### config.mk
export PLATFORM = sky130hd
export DESIGN_NAME = mac_pe_v2
export DESIGN_NICKNAME = d
export VERILOG_FILES = /design/src/rtl/mac_pe_v2.sv
export SDC_FILE = /design/constraint.sdc
export NUM_CORES = 1
export LEC_CHECK = 0
export CORE_MARGIN = 3
export CORE_UTILIZATION = 59
export CTS_CLUSTER_DIAMETER = 150
export DETAILED_ROUTE_END_ITERATION = 12
export PLACE_DENSITY_LB_ADDON = 0.3
export SLEW_MARGIN = 40
export SYNTH_ARGS = -nofsm -noshare
export SYNTH_HDL_FRONTEND = slang
export SYNTH_SLANG_ARGS = --single-unit
### constraint.sdc
create_clock -name clk -period 5.1 [get_ports clk]
set_input_delay 1.02 -clock clk [delete_from_list [all_inputs] [get_ports clk]]
set_output_delay 1.02 -clock clk [all_outputs]
set_load 0.02 [all_outputs]
### src/rtl/mac_pe_v2.sv
// mac_pe_v2: pipelined multiply-accumulate PE for an output-stationary systolic array.
// Latency: operands/qualifiers forwarded after 1 cycle; group result strobed 2 cycles after the last pair.
// Backpressure: none; a pair is accepted every cycle, i_valid=0 cycles are bubbles.
// Build option: define PE_SATURATE_EN to clamp accumulation and rounding instead of wrapping.

module mac_pe_v2 #(
    parameter int DATA_WIDTH = 8,
    parameter int ACC_WIDTH  = 24,
    parameter int FRAC_BITS  = 4,
    parameter int SIGNED     = 1
) (
    input  logic                  clk,
    input  logic                  rst_n,
    input  logic                  i_valid,
    input  logic                  i_last,
    input  logic [DATA_WIDTH-1:0] i_up,
    input  logic [DATA_WIDTH-1:0] i_left,
    output logic [DATA_WIDTH-1:0] o_down,
    output logic [DATA_WIDTH-1:0] o_right,
    output logic                  o_valid,
    output logic                  o_last,
    output logic                  o_res_valid,
    output logic [ACC_WIDTH-1:0]  o_result
);

    localparam int PW = 2 * DATA_WIDTH;
    // Half an output LSB, added before the right shift for round-half-up.
    localparam logic [ACC_WIDTH-1:0] RND = ACC_WIDTH'((1 << FRAC_BITS) >> 1);

    logic [PW-1:0]               op_a, op_b, p;
    logic                        p_v, p_l, first;
    logic [ACC_WIDTH-1:0]        acc, acc_base, p_fill, p_ext, acc_nxt;
    logic [ACC_WIDTH-1:0]        rnd_sum, shr_u, res_nxt;
    logic signed [ACC_WIDTH-1:0] rnd_s, shr_s;

    // Extend operands to product width so one multiplier's low half serves both modes.
    always_comb begin
        if (SIGNED != 0) begin
            op_a = {{DATA_WIDTH{i_up[DATA_WIDTH-1]}}, i_up};
            op_b = {{DATA_WIDTH{i_left[DATA_WIDTH-1]}}, i_left};
        end else begin
            op_a = {{DATA_WIDTH{1'b0}}, i_up};
            op_b = {{DATA_WIDTH{1'b0}}, i_left};
        end
    end

    // Neighbour forwarding: unconditional one-cycle delay of every operand and qualifier.
    always_ff @(posedge clk or negedge rst_n) begin
        if (!rst_n) begin
            o_down  <= '0;
            o_right <= '0;
            o_valid <= 1'b0;
            o_last  <= 1'b0;
        end else begin
            o_down  <= i_up;
            o_right <= i_left;
            o_valid <= i_valid;
            o_last  <= i_last;
        end
    end

    // Stage 1: register the full-width product and its qualifiers (last only counts when valid).
    always_ff @(posedge clk or negedge rst_n) begin
        if (!rst_n) begin
            p   <= '0;
            p_v <= 1'b0;
            p_l <= 1'b0;
        end else begin
            p   <= op_a * op_b;
            p_v <= i_valid;
            p_l <= i_valid & i_last;
        end
    end

    // Sign- or zero-extend the product; the fill mask is empty when ACC_WIDTH equals the product width.
    assign p_fill   = (SIGNED != 0 && p[PW-1]) ? ({ACC_WIDTH{1'b1}} << PW) : '0;
    assign p_ext    = ACC_WIDTH'(p) | p_fill;
    // The first pair of a group starts from zero rather than the stale accumulator.
    assign acc_base = first ? '0 : acc;

`ifdef PE_SATURATE_EN
    localparam logic [ACC_WIDTH-1:0] S_MAX = (SIGNED != 0) ? {1'b0, {(ACC_WIDTH-1){1'b1}}} : '1;
    localparam logic [ACC_WIDTH-1:0] S_MIN = (SIGNED != 0) ? {1'b1, {(ACC_WIDTH-1){1'b0}}} : '0;

    logic [ACC_WIDTH:0] acc_wide, rnd_wide;

    // One guard bit exposes overflow of the accumulate and rounding adds; clamp on overflow.
    always_comb begin
        if (SIGNED != 0) begin
            acc_wide = {acc_base[ACC_WIDTH-1], acc_base} + {p_ext[ACC_WIDTH-1], p_ext};
        end else begin
            acc_wide = {1'b0, acc_base} + {1'b0, p_ext};
        end
        acc_nxt = acc_wide[ACC_WIDTH-1:0];
        if (SIGNED != 0) begin
            if (acc_wide[ACC_WIDTH] != acc_wide[ACC_WIDTH-1]) acc_nxt = acc_wide[ACC_WIDTH] ? S_MIN : S_MAX;
        end else if (acc_wide[ACC_WIDTH]) begin
            acc_nxt = S_MAX;
        end

        if (SIGNED != 0) begin
            rnd_wide = {acc_nxt[ACC_WIDTH-1], acc_nxt} + {1'b0, RND};
        end else begin
            rnd_wide = {1'b0, acc_nxt} + {1'b0, RND};
        end
        rnd_sum = rnd_wide[ACC_WIDTH-1:0];
        if (SIGNED != 0) begin
            if (rnd_wide[ACC_WIDTH] != rnd_wide[ACC_WIDTH-1]) rnd_sum = rnd_wide[ACC_WIDTH] ? S_MIN : S_MAX;
        end else if (rnd_wide[ACC_WIDTH]) begin
            rnd_sum = S_MAX;
        end
    end
`else
    // Plain modulo arithmetic at accumulator width.
    assign acc_nxt = acc_base + p_ext;
    assign rnd_sum = acc_nxt + RND;
`endif

    // Separate signed net so the arithmetic shift is not demoted to logical by mixed-sign context.
    assign rnd_s   = rnd_sum;
    assign shr_s   = rnd_s >>> FRAC_BITS;
    assign shr_u   = rnd_sum >> FRAC_BITS;
    assign res_nxt = (SIGNED != 0) ? shr_s : shr_u;

    // Stage 2: accumulate valid products; on group-last publish the rounded result for one cycle.
    always_ff @(posedge clk or negedge rst_n) begin
        if (!rst_n) begin
            acc         <= '0;
            first       <= 1'b1;
            o_result    <= '0;
            o_res_valid <= 1'b0;
        end else begin
            o_res_valid <= p_v & p_l;
            if (p_v) begin
                acc   <= acc_nxt;
                first <= p_l;
                if (p_l) o_result <= res_nxt;
            end
        end
    end

endmodule

==> results by group <==
Route
  • Pre-Repair DR Iteration Count: 4
  • Number of vias after detailed routing: 5,195
  • Vias per cell: 5.42
  • Routed Antenna Nets: 0
  • Post-route DRC: 0
  • Number of DRC violations after detailed-routing iteration 0: approximately 200
  • Total wire length: 15.0 mm
  • Avg WL per Cell: about 16 µm

Final layout
  • Fill cell total of the finished layout: just under 800
  • Synth-to-layout area growth: 22.4%
  • Leading cell type in the layout, fill and taps excluded: inv_1
  • Most frequent cells in the layout: 85 x inv_1, 80 x dfrtp_1, 63 x nand2_1, 55 x buf_4, 54 x fa_1
  • Diodes inserted: 0
  • Area of the multi-input gates: 4470 µm²
  • Number of nets in the final layout: roughly 940
  • Fraction of layout cells with a size suffix above 1: between 10% and 20%
  • Area used by sequential logic in the layout: ~2000 µm²

Flow run
  • Max_cap viols: 0

CTS
  • Clock tree from TritonCTS: built
  • Maximum buffer depth of the clock tree: 2
  • Clock slew at the register clock pins of the worst setup and hold paths: about 0.06 ns
  • Number of CTS-inserted buffers: 9
  • Cell at the root of the clock tree: clkbuf_16
  • Worst skew pair latency: about 0.34 ns
  • Num Clock Sinks: between 80 and 90
  • Cts hold-fix bufs: 0
  • Number of levels the H-tree was split into: 3

Setup path
  • Category of the critical setup timing path: in -> reg
  • Cells traversed along the worst timing path: clkdlybuf4s15_2, buf_4, fa_1, inv_1, fa_1, inv_1, fa_1, inv_1, fa_1, inv_1, ha_4, buf_4, inv_1, o21ai_1, a21oi_1, nor2b_1, o2111ai_1, nand3_1, o41a_1, xnor2_1
  • Kind of start point of the critical path: input pin
  • Cell with the most instances on the worst path: inv_1
  • Setup crit end kind: register
  • Maximum single-stage delay on the critical path: approximately 0.53 ns
  • Standard cell with the maximum stage delay on the critical path: fa_1
  • Worst endpoint data arrival time: slightly above 5 ns
  • Highest net fanout along the worst path: 3
  • Required @ worst endpoint: approximately 5.3 ns

Synth
  • Post-synthesis area per instance: around 9.8 µm²
  • Gate count of the mapped netlist: approximately 700
  • Count of different cell masters after synthesis: approximately 60
  • Net count after synthesis: around 820
  • Number of synthesized flops with an enable pin: 0
  • Predominant post-synthesis flop cell: dfrtp_1
  • Share of synthesized area occupied by flip-flops and latches: between 20 and 30%
  • Synth warn: 0
  • Share of flip-flops with an asynchronous set or reset after synthesis: 100%
  • Post-synthesis register bit count: 81
  • Syn Std Cell Area: just under 7000 µm²

Placed design
  • Post-DP HPWL: about 12 mm
  • Number of buffers added on ports: 62
  • Minimum setup slack after placement: -0.738 ns
  • RD Place Congestion: around 0.90

Global route
  • Initial antenna violation count: 0
  • Vias in the first global route: approximately 5,500
  • Wire length of the first global-routing pass: between 20 and 30 mm
  • Total GRT Usage: ~25%
  • Grt total ovfl: 0
  • Largest net degree at the start of global routing: 82

Floorplan
  • Row count: 38
  • Die Span X: ~110 µm
  • Core area: about 11,000 µm²
  • Chip Height: roughly 110 µm
  • Initial cell density of the core: 61.6%
  • Number of I/O pins: 63
  • Area of the die: ~13,000 µm²

Timing
  • Number of hold violations in the final report: 0
  • Setup violations, final: 0
  • Min Clock Period, post-route: 4.93 ns
  • Slew at the pin with the worst max-slew slack: roughly 0.72 ns
  • Slack of the critical path: between 0.15 and 0.2 ns
  • Worst slew margin relative to its limit: between 50% and 60%
  • Final Skew: around 0.009 ns
  • Fin crit share: a little over nine tenths
  • F_max: 203 MHz
  • Total Negative Setup Slacks: 0 ns
  • Final max-slew violation count: 0

Pwr
  • Power Density: ~730 nW/µm²
  • Cell leakage power: roughly 0.0039 µW
  • Worst vdd ir: 0.000479 V

Outcome
  • Run status: finished, final reports clean

Worst hold path
  • Hold WC Path Type: reg -> reg
## path summary, 6_finish.rpt
path,startpoint,end,slack (ns),cells after the start
max in group asynchronous,rst_n,acc[14],3.90,1
min in group asynchronous,rst_n,o_res_valid,0.71,1
worst max-delay path,i_left[7],p[15],0.17,20
worst max register to register,first,o_result[18],0.90,12
worst min-delay path,o_result[3],o_result[3],0.48,2
worst min register to register,o_result[3],o_result[3],0.48,2
## what timing repair did
| action | 4_1_cts | 5_1_grt |
|---|---|---|
| buffers inserted | 4 | 5 |
| gates cloned | 0 | 0 |
| gates resized for setup | 29 | 41 |
| endpoints found under the setup margin | 3 | 4 |
| pin swaps | 10 | 10 |
## worst max-delay path, delay by kind of cell
| kind | cells | cell delay (ns) |
|---|---|---|
| buffers and inverters | 8 | 0.78 |
| AOI/OAI and AO/OA | 4 | 0.80 |
| and+or+nand+nor | 2 | 0.23 |
| xor gates and xnor gates | 1 | 0.15 |
| adders and majority gates | 5 | 2.17 |
## logic make-up (layout without fill, tap and decap cells)
| family | after synthesis | after routing | share of synthesized area [%] |
|---|---|---|---|
| flops | 81 | 81 | 29.7 |
| simple gates | 220 | 220 | 17.0 |
| compound gates | 111 | 111 | 10.7 |
| mux | 23 | 23 | 3.80 |
| fa+ha+maj | 109 | 109 | 26.1 |
| xor+xnor | 49 | 49 | 6.78 |
| buf+inv | 102 | 225 | 5.83 |
## cell usage after synthesis, types with 3 or more instances
| library cell | count | share of area (%) |
|---|---|---|
| fa_1 | 56 | 16 |
| nand2b_1 | 10 | 0.92 |
| a21boi_0 | 3 | 0.33 |
| xor2_1 | 11 | 1.4 |
| and4_1 | 4 | 0.51 |
| o21a_1 | 3 | 0.33 |
| nor2b_1 | 31 | 2.8 |
| nand3_1 | 8 | 0.59 |
| and3_1 | 4 | 0.37 |
| clkbuf_1 | 10 | 0.55 |
| a31oi_1 | 5 | 0.46 |
| nor2_1 | 32 | 1.8 |
| nand2_1 | 64 | 3.5 |
| ha_1 | 53 | 9.7 |
| buf_4 | 4 | 0.44 |
| inv_1 | 88 | 4.8 |
| nor4_1 | 4 | 0.37 |
| mux2_2 | 23 | 3.8 |
| o21ai_0 | 34 | 2.5 |
| nand4_1 | 3 | 0.28 |
| or3_1 | 4 | 0.37 |
| and2_1 | 42 | 3.9 |
| nor3_1 | 8 | 0.59 |
| a211oi_1 | 4 | 0.44 |
| xnor2_1 | 35 | 4.5 |
| dfrtp_1 | 80 | 29 |
| a21oi_1 | 28 | 2.1 |
## power by group
group / internal, µW / switching (µW)
clock network: 444 / 273
registers: 906 / 123
logic: 2000 / 2380
## flip-flops by register name (all words and copies together) (netlist names)
name,flops
acc,24
o_result,20
p,16
o_down,8
o_right,8
first,1
o_last,1
o_res_valid,1
p_l,1
p_v,1
## layer usage
layer  track usage [%]  vias to the layer above  part of all wire, %  wire length (µm)
li1                  -                     2541                    -                 -
met1              29.9                     2486                   42              6270
met2              44.2                      128                   52              7810
met3              3.08                       40                  3.2               475
met4              11.2                        0                  3.2               478
met5                 0                        -                    0                 0
## stage by stage
stage / total power (µW) / hold slack [ns] / cells / instance area [µm²] / utilization (%)
2_1_floorplan: 4130 / 0.473 / 695 / 6820 / -
3_3_place_gp: 5090 / 0.460 / 933 / 7930 / 71.5
3_5_place_dp: 5250 / 0.473 / 933 / 7930 / 71.6
4_1_cts: 6090 / 0.486 / 953 / 8290 / 74.9
5_1_grt: 6670 / 0.509 / 958 / 8350 / 75.4
6_report: 6130 / 0.479 / 958 / 8350 / 75.4
## final cells by class
type                       instances  share of cell area (%)
multi-input combinational        512                    53.5
sequential                        81                    24.3
timing repair buffer             121                    12.2
inverter                          88                    3.95
clock buffer                      10                    2.86
tap                              140                    2.10
clock inverter                     6                    1.08
Power figures use the tool's default switching activity.
